[config.mk]
export PLATFORM = sky130hd
export DESIGN_NAME = circ_queue_param
export DESIGN_NICKNAME = d
export VERILOG_FILES = /design/src/rtl/cq_pkg.sv /design/src/rtl/cq_wrap_ctr.sv /design/src/rtl/circ_queue_param.sv
export SDC_FILE = /design/constraint.sdc
export NUM_CORES = 1
export LEC_CHECK = 0
export CAP_MARGIN = 40
export CORE_AREA = 2 2 154 172
export DETAILED_ROUTE_END_ITERATION = 16
export DIE_AREA = 0 0 156 174
export PLACE_DENSITY = 0.7
export SYNTH_ARGS = -nofsm -noshare
export SYNTH_HDL_FRONTEND = slang
export SYNTH_HIERARCHICAL = 1
export SYNTH_SLANG_ARGS = --single-unit
[constraint.sdc]
create_clock -name clk -period 4 [get_ports clk]
set_input_delay 1.2 -clock clk [delete_from_list [all_inputs] [get_ports clk]]
set_output_delay 1.2 -clock clk [all_outputs]
set_load 0.005 [all_outputs]
[src/rtl/cq_pkg.sv]
// cq_pkg: shared defaults and helpers for the parametrised circular queue
package cq_pkg;
  localparam int DEF_DATA_W = 16;
  localparam int DEF_DEPTH = 16;
  function automatic int clog2(input int v);
    int r;
    r = 0;
    while ((1 << r) < v) r++;
    return r;
  endfunction
  function automatic int next_ptr(input int ptr, input int depth);
    return (ptr == depth - 1) ? 0 : ptr + 1;
  endfunction
endpackage

[src/rtl/cq_wrap_ctr.sv]
// cq_wrap_ctr: enable-driven pointer that wraps at DEPTH-1 back to 0
module cq_wrap_ctr
  import cq_pkg::*;
#(
  parameter int DEPTH = DEF_DEPTH,
  localparam int PTR_W = clog2(DEPTH)
) (
  input  logic             clk,
  input  logic             reset_,
  input  logic             en,
  output logic [PTR_W-1:0] ptr
);
  logic [PTR_W-1:0] ptr_d, ptr_q;
  always_comb ptr_d = en ? PTR_W'(next_ptr(int'(ptr_q), DEPTH)) : ptr_q;
  always_ff @(posedge clk or negedge reset_)
    if (!reset_) ptr_q <= '0;
    else ptr_q <= ptr_d;
  assign ptr = ptr_q;
endmodule

[src/rtl/circ_queue_param.sv]
// circ_queue_param: circular queue of any depth with occupancy, thresholds and sticky error flags
module circ_queue_param
  import cq_pkg::*;
#(
  parameter int DATA_W = DEF_DATA_W,
  parameter int DEPTH = DEF_DEPTH,
  parameter int AF_LEVEL = DEPTH - 2,
  parameter int AE_LEVEL = 2,
  localparam int CNT_W = clog2(DEPTH + 1),
  localparam int PTR_W = clog2(DEPTH)
) (
  input  logic              clk,
  input  logic              reset_,
  input  logic              push,
  input  logic [DATA_W-1:0] wr_data,
  input  logic              pop,
  output logic [DATA_W-1:0] rd_data,
  output logic              rd_valid,
  output logic [CNT_W-1:0]  count,
  output logic              full,
  output logic              empty,
  output logic              almost_full,
  output logic              almost_empty,
  output logic              overflow,
  output logic              underflow,
  input  logic              err_clr
);
  logic [DATA_W-1:0] mem_q [DEPTH];
  logic [DATA_W-1:0] rd_data_d, rd_data_q;
  logic [CNT_W-1:0] count_d, count_q;
  logic rd_valid_d, rd_valid_q, ovf_d, ovf_q, unf_d, unf_q;
  logic push_ok, pop_ok;
  logic [PTR_W-1:0] wr_ptr, rd_ptr;
  cq_wrap_ctr #(.DEPTH(DEPTH)) u_wr (.clk(clk), .reset_(reset_), .en(push_ok), .ptr(wr_ptr));
  cq_wrap_ctr #(.DEPTH(DEPTH)) u_rd (.clk(clk), .reset_(reset_), .en(pop_ok), .ptr(rd_ptr));
  assign full = count_q == CNT_W'(DEPTH);
  assign empty = count_q == '0;
  assign almost_full = int'(count_q) >= AF_LEVEL;
  assign almost_empty = int'(count_q) <= AE_LEVEL;
  always_comb begin
    push_ok = push & (~full | pop);
    pop_ok = pop & ~empty;
    count_d = (push_ok & ~pop_ok) ? count_q + 1'b1 : (pop_ok & ~push_ok) ? count_q - 1'b1 : count_q;
    rd_data_d = pop_ok ? mem_q[rd_ptr] : rd_data_q;
    rd_valid_d = pop_ok;
    ovf_d = (ovf_q & ~err_clr) | (push & ~push_ok);
    unf_d = (unf_q & ~err_clr) | (pop & ~pop_ok);
  end
  always_ff @(posedge clk or negedge reset_)
    if (!reset_) begin
      count_q <= '0;
      rd_data_q <= '0;
      rd_valid_q <= 1'b0;
      ovf_q <= 1'b0;
      unf_q <= 1'b0;
    end else begin
      count_q <= count_d;
      rd_data_q <= rd_data_d;
      rd_valid_q <= rd_valid_d;
      ovf_q <= ovf_d;
      unf_q <= unf_d;
    end
  always_ff @(posedge clk)
    if (push_ok) mem_q[wr_ptr] <= wr_data;
  assign rd_data = rd_data_q;
  assign rd_valid = rd_valid_q;
  assign count = count_q;
  assign overflow = ovf_q;
  assign underflow = unf_q;
endmodule

Word level (Yosys, flattened, before mapping)
Memory sizes are Yosys's and may differ from the RTL's. A register that Yosys moved wholly into a read port is not among the register bits.
Index checks and enable logic that the tools add are counted.

operators by class
  eq/ne operators = 3
  $add $sub $neg = 4
  order comparisons = 2
  mux-type cells = 6
  reductions and logical operators = 3
  bitwise operators = 16

operators with widths
  cell                                                                              count
  5-bit 2-to-1 mux                                                                  2
  4-bit by 1-bit adder with 4-bit output, second input constant                     2
  1-bit AND                                                                         8
  4-bit by 1-bit == test with 1-bit output, second input constant                   2
  4-bit 2-to-1 mux                                                                  2
  5-bit by 1-bit adder with 5-bit output, second input constant                     1
  5-bit == test, second input constant                                              1
  5-bit by 4-bit >= comparator with 1-bit output, second input constant             1
  5-bit by 2-bit less-or-equal comparator with 1-bit output, second input constant  1
  5-bit zero test                                                                   1
  1-bit NOT                                                                         5
  5-bit by 1-bit subtractor with 5-bit output, second input constant                1
  1-bit OR                                                                          3
  1-bit 2-to-1 mux                                                                  2
  2-bit nonzero test                                                                1
  1-bit zero test                                                                   1

storage, ports and cells
  flip-flop bits (word level) = 16
  RAM bits = 256
  output and inout port bits = 28
  memories = 1

memory list
  name   words  bits a word  read ports  clocked after memory_dff  wr ports  RTL line                RTL
  mem_q  16     16           1           1                         1         circ_queue_param.sv:28  logic [DATA_W-1:0] mem_q [DEPTH];

Logic depth before layout (Yosys ltp)
Gate-level depths: netlist of run 1.

  word-level depth = 8
  mapped depth = 12

Cells and area by module
The synthesis of run 1 kept the hierarchy.

modules (own cells, without submodules)
  module            times used  cells an instance  area each (sq um)
  circ_queue_param  1           498                10923.0
  cq_wrap_ctr       2           17                 180.2

Least setup slack after synthesis of run 1
OpenSTA, ideal clock, no wires.

  kind = input to register
  start point = in pop
  end point = mem mem_q[0][0] (netlist bit) (enable)
  cell stages on the path = 3
  data arrival time = 3045 ps
  data required time = 3591 ps
  setup slack = 546 ps
  path through = o21a_1 > or3b_1 > nor3_1

on the way
  cells in the longest elaborated chain, start to end = 4

RTL lines
  element                                 RTL line                RTL
  start, declared                         circ_queue_param.sv:16  input logic pop,
  1-bit OR                                circ_queue_param.sv:41  push_ok = push & (~full | pop);
  1-bit AND                               circ_queue_param.sv:41
  1-bit 2-to-1 mux                        circ_queue_param.sv:64  if (push_ok) mem_q[wr_ptr] <= wr_data;
  1-bit 2-to-1 mux (not written as such)  circ_queue_param.sv:64
  end, declared                           circ_queue_param.sv:28

Every way passes these cells.

Worst setup path in the final report of run 1
  start point = reg count_q[0], in the netlist count[0]
  end point = out empty

on the way
  cells in the longest elaborated chain, start to end = 1

RTL lines
  element                 RTL line                RTL
  start, declared         circ_queue_param.sv:30  logic [CNT_W-1:0] count_d, count_q;
  start signal, assigned  circ_queue_param.sv:57  count_q <= count_d;
  5-bit zero test         circ_queue_param.sv:37  assign empty = count_q == '0;
  end, declared           circ_queue_param.sv:21  output logic empty,

Every way passes these cells.

==> results_dict.tcl, run 1 <==
set metrics [dict create \
    rows 62 \
    syn_area_um2 11300 \
    grt_max_degree 41 \
    grt_setup_unrepaired "no" \
    outcome "complete, no violations" \
    maxCapViolCount 0 \
    num_vias 5438 \
    ys_seq_area_frac 0.752 \
    hold_end "rd_data[11]" \
    power_uw 9070 \
    yosys.area.top_type "edfxtp_1" \
    num_antenna_cells 0 \
    dp_hpwl_um 13900 \
    hold_start "rd_data[11]" \
    regToRegSetupSlack_ns 1.42 \
    setup_viol 0 \
    critPathArrivalTime_ns 2.04 \
    worst-r2r-cell-count 10 \
    post_dp_cell_area_um2 12300 \
    drtAntennaViolNets 0 \
    fin_util 0.517 \
    grt_first_pass_wirelength_um 35100 \
    critPathRequiredTime_ns 2.80 \
    wirelength_um 22800 \
    power_density_nw_per_um2 687 \
    drive_gt1_frac 0.260 \
    drc 0 \
    htreeDepth 1 \
    synth_edf_count 256 \
    synth_top_cell_area_share 0.681 \
    die-area_um2 27100 \
    clock_latency_ns 0.54 \
    synth-seq-cells 288 \
    syn_inst 532 \
    worstMarginPinSlew_ns 0.740 \
    clock_skew_ns 0.0161 \
    die_x_um 156 \
    cts_hold_buf 0 \
    final_cell_count_no_fill 963 \
    first_iter_violations 448 \
    avgRoutedWirePerCell_um 23.7 \
    peakVddDrop_mv 0.394 \
    finalSetupTns_ns 0 \
    synth_ff_type "edfxtp_1" \
    clock-root-buffer "clkbuf_16" \
    r2r-end "count[4]" \
    dp.cells 913 \
    final_max_slew_viol_count 0 \
    cts-buffers-inserted 27 \
    avgSynthCellArea_um2 21.2 \
    reg2reg_from "count[0]" \
    ios 49 \
    coreArea_um2 25500 \
    start_util 0.442 \
    endpoint_kind "output pin" \
    fp.dieH_um 174 \
    mappedNetlistNets 561 \
    min_period_ns 3.24 \
    grt_usage 0.173 \
    slew_headroom 0.507 \
    synthArstFlopShare 0.111 \
    fin_nets 651 \
    grt_antenna_before_repair 0 \
    via_per_inst 5.65 \
    crit_path_start_kind "flip-flop" \
    synth_cell_type_count 39 \
    post-cts-setup-buffer-count 0 \
    cts_tree "done" \
    grt_pass1_vias 5900 \
    finalCritPeriodShare 0.810 \
    p_leak_uw 0.00443 \
    fmaxAchievable_mhz 309 \
    holdPathStages 2 \
    synthToLayoutAreaGrowth_pct 17.0 \
    clock_path_buffers 3 \
    tritoncts_num_sinks 288 \
    yosysWarnings 6 \
    finalInstanceArea_um2 13200 \
    cts.clk_slew.worst_paths_ns 0.06 \
    hold_class "flip-flop to flip-flop" \
    port-buffer-count 48 \
    hold_viol_final 0 \
    critical_path_class "flip-flop to output pin" \
    path_max_fanout 6 \
    grt-ovfl-total 0 \
    dr.pass1.iters 6 \
    ctsResizeCount 0 \
    synth_area_leaders "edfxtp_1 68%, mux4_2 13%, dfrtp_1 7.1%" \
    gp_congestion 0.758 \
]
==> kinds of logic (layout without fill, tap and decap cells) <==
group / Yosys count / count (layout) / share of synthesized area
adder cells (fa/ha/maj): 8 / 8 / 0.00954
multiplexers: 99 / 99 / 0.159
AND/OR/NAND/NOR: 64 / 64 / 0.0282
buffers and inverters: 31 / 142 / 0.0174
flip-flops: 288 / 288 / 0.752
XOR/XNOR: 6 / 6 / 0.00466
AO/OA/AOI/OAI: 36 / 36 / 0.0288
==> final cells by class <==
class / instances / area, um^2
fillers: 1925 / 12300
clock inverters: 13 / 148
flip-flops and latches: 288 / 8490
multi-input cells: 213 / 2620
clock buffers: 37 / 733
inverters: 9 / 38.8
repair buffers: 83 / 776
well taps: 320 / 400
==> placed cells by master, fill, tap and decap left out, types with 4 or more instances in the layout <==
master / instances
edfxtp_1: 256
mux4_2: 64
clkdlybuf4s50_1: 47
mux2i_1: 32
buf_4: 32
dfrtp_1: 29
clkbuf_16: 27
nand2_1: 26
nor2_1: 16
o221ai_2: 11
inv_1: 8
clkbuf_1: 8
ha_1: 7
nand3_1: 6
o21ai_0: 6
a21oi_1: 5
xnor2_1: 5
nor3_2: 4
o221ai_1: 4
clkinv_2: 4
o21ai_1: 4
==> where the power goes <==
group | internal, uW | leakage, uW | switching, uW | total, uW
sequential | 3670 | 0.00270 | 376 | 4050
combinational | 1330 | 0.00130 | 1180 | 2510
clock | 1480 | 0.000432 | 1030 | 2510
==> worst max-delay path by stage <==
stage | start | end | slack (ns) | cells past startpoint
2_1_floorplan | pop | mem_q[0][0] | 0.55 | 3
3_3_place_gp | pop | count[4] | 0.67 | 9
3_5_place_dp | pop | count[4] | 0.62 | 9
4_1_cts | count[0] | empty | 0.72 | 3
5_1_grt | count[1] | almost_empty | 0.57 | 2
6_report | count[0] | empty | 0.76 | 3
==> synthesized netlist by cell type (3+ instances only) <==
| library cell | instances |
|---|---|
| mux4_2 | 64 |
| mux2i_1 | 32 |
| buf_2 | 13 |
| nor2_1 | 16 |
| ha_1 | 7 |
| o21ai_1 | 4 |
| inv_1 | 8 |
| xnor2_1 | 5 |
| mux2_2 | 3 |
| nand2_1 | 26 |
| edfxtp_1 | 256 |
| nor3_1 | 4 |
| o221ai_2 | 11 |
| o21ai_0 | 6 |
| dfrtp_1 | 32 |
| a21oi_1 | 5 |
| buf_4 | 3 |
| o221ai_1 | 4 |
| nand3_1 | 6 |
==> registers in the layout (all words and copies together), names as in the netlist <==
| name | flops |
|---|---|
| u_wr/ptr | 4 |
| overflow | 1 |
| rd_valid | 1 |
| underflow | 1 |
| mem_q | 256 |
| count | 5 |
| rd_data | 16 |
| u_rd/ptr | 4 |
==> worst max-delay path: stages (launching register included) <==
cell and delay [ns]:
dfrtp_1 0.45, nor4_2 0.36, and2b_4 0.21, clkdlybuf4s50_1 0.49
==> routing by layer <==
metal / share of wire / track usage / vias up / wire length (um)
li1: - / - / 2365 / -
met1: 0.41 / 0.229 / 2855 / 9240
met2: 0.52 / 0.306 / 182 / 11900
met3: 0.049 / 0.0204 / 36 / 1120
met4: 0.022 / 0.0463 / 0 / 495
met5: 0 / 0 / - / 0
==> metrics by stage <==
| stage | hold slack, ns | setup slack (ns) |
|---|---|---|
| floorplan | 0.473 | 0.546 |
| global placement | 0.472 | 0.669 |
| detailed placement | 0.474 | 0.622 |
| CTS | 0.489 | 0.725 |
| global route | 0.510 | 0.573 |
| finish | 0.477 | 0.759 |
(Power assumes the default switching activity.)
==> run 2: changes to the inputs <==
==> constraint.sdc (replaced) <==
create_clock -name clk -period 3.31 [get_ports clk]
set_input_delay 0.993 -clock clk [delete_from_list [all_inputs] [get_ports clk]]
set_output_delay 0.993 -clock clk [all_outputs]
set_load 0.005 [all_outputs]
==> results_dict.tcl, run 2 (synthesized netlist as in run 1, its figures left out) <==
set metrics [dict create \
    final_max_slew_viol_count 0 \
    cts-buffers-inserted 27 \
    largest_register "mem_q" \
    clock_path_buffers 3 \
    dr.pass1.iters 5 \
    grt-ovfl-total 0 \
    gp_congestion 0.804 \
    synthToLayoutAreaGrowth_pct 17.6 \
    fmaxAchievable_mhz 331 \
    worst-r2r-cell-count 10 \
    num_vias 5476 \
    rows 62 \
    finalInstanceArea_um2 13300 \
    critical_path_class "flip-flop to output pin" \
    critPathArrivalTime_ns 2.03 \
    post-cts-setup-buffer-count 0 \
    finalSetupTns_ns 0 \
    grt_setup_unrepaired "no" \
    outcome "complete, no violations" \
    final_cell_mix "256 x edfxtp_1, 64 x mux4_2, 47 x clkdlybuf4s50_1, 35 x buf_4, 32 x mux2i_1" \
    cts_tree "done" \
    dp_hpwl_um 14300 \
    htreeDepth 1 \
    num_antenna_cells 0 \
    p_leak_uw 0.00446 \
    finalCritPeriodShare 0.914 \
    grt_first_pass_wirelength_um 35200 \
    power_density_nw_per_um2 834 \
    maxCapViolCount 0 \
    slew_headroom 0.448 \
    via_per_inst 5.67 \
    min_period_ns 3.02 \
    ctsResizeCount 0 \
    grt_max_degree 37 \
    tritoncts_num_sinks 288 \
    post_dp_cell_area_um2 12400 \
    cts.clk_slew.worst_paths_ns 0.06 \
    grt_usage 0.173 \
    critPathRequiredTime_ns 2.32 \
    r2r-end "count[4]" \
    largest_reg_flops 256 \
    drc 0 \
    setup_viol 0 \
    grt_antenna_before_repair 0 \
    layout.cells.most_common "edfxtp_1" \
    grt_pass1_vias 5885 \
    drive_gt1_frac 0.266 \
    path_max_fanout 6 \
    ios 49 \
    regToRegSetupSlack_ns 0.70 \
    die_x_um 156 \
    reg2reg_from "count[0]" \
    fin_nets 656 \
    power_uw 11100 \
    hold_viol_final 0 \
    worstMarginPinSlew_ns 0.827 \
    peakVddDrop_mv 0.456 \
    clock_skew_ns 0.00850 \
    crit_path_start_kind "flip-flop" \
    wirelength_um 22900 \
    cts_hold_buf 0 \
    drtAntennaViolNets 0 \
    first_iter_violations 501 \
    clock_latency_ns 0.52 \
    hold_class "input pin to async pin" \
    die-area_um2 27100 \
    coreArea_um2 25500 \
    endpoint_kind "output pin" \
    port-buffer-count 48 \
    avgRoutedWirePerCell_um 23.7 \
    fp.dieH_um 174 \
    start_util 0.442 \
    clock-root-buffer "clkbuf_16" \
]
==> run 2: cell count changes in the layout (fill, tap and decap cells not counted) <==
cell,change
inv_6,-1
clkinv_4,-1
clkinv_1,-2
buf_12,+2
clkbuf_8,+1
clkinvlp_4,+1
buf_4,+3
==> run 2: final cells by class <==
type,instances,area [um^2]
Timing Repair Buffer,88,838
Sequential cell,288,8490
Clock inverter,10,130
Fill cell,1872,12300
Multi-Input combinational cell,213,2620
Tap cell,320,400
Clock buffer,38,747
Inverter,9,38.8
==> run 2: power by group <==
part           total (uW)  leakage [uW]  switching, uW  internal, uW
sequential           4880       0.00270            446          4440
clock                3070      0.000428           1270          1800
combinational        3110       0.00133           1450          1660
==> run 2: how the worst max path moves through the flow <==
stage                     startpoint          end  cells past startpoint
final                       count[0]        empty                      3
after global routing        count[0]         full                      4
after CTS                   count[0]        empty                      3
after detailed placement         pop     count[4]                      9
after global placement           pop     count[4]                      9
after floorplan                  pop  mem_q[0][0]                      3
==> run 2: per-stage QoR <==
stage | hold WS, ns | instances | utilization | worst slack (ns)
after floorplan | 0.473 | 532 | - | 0.0627
after global placement | 0.483 | 917 | 0.485 | 0.182
after detailed placement | 0.473 | 918 | 0.485 | 0.109
after CTS | 0.315 | 966 | 0.520 | 0.250
after global routing | 0.322 | 966 | 0.520 | 0.124
final | 0.319 | 966 | 0.520 | 0.286
==> run 2: layer usage <==
metal	vias to the layer above	global-route usage	part of all wire
li1	2375	-	-
met2	170	0.295	0.51
met3	43	0.0279	0.058
met5	-	0	0
met1	2888	0.230	0.41
met4	0	0.0508	0.027
==> run 2: worst max-delay path, cell delays in order, from the launching register on <==
cell	delay, ns
dfrtp_1	0.46
nor4_2	0.35
and2b_4	0.21
clkdlybuf4s50_1	0.49
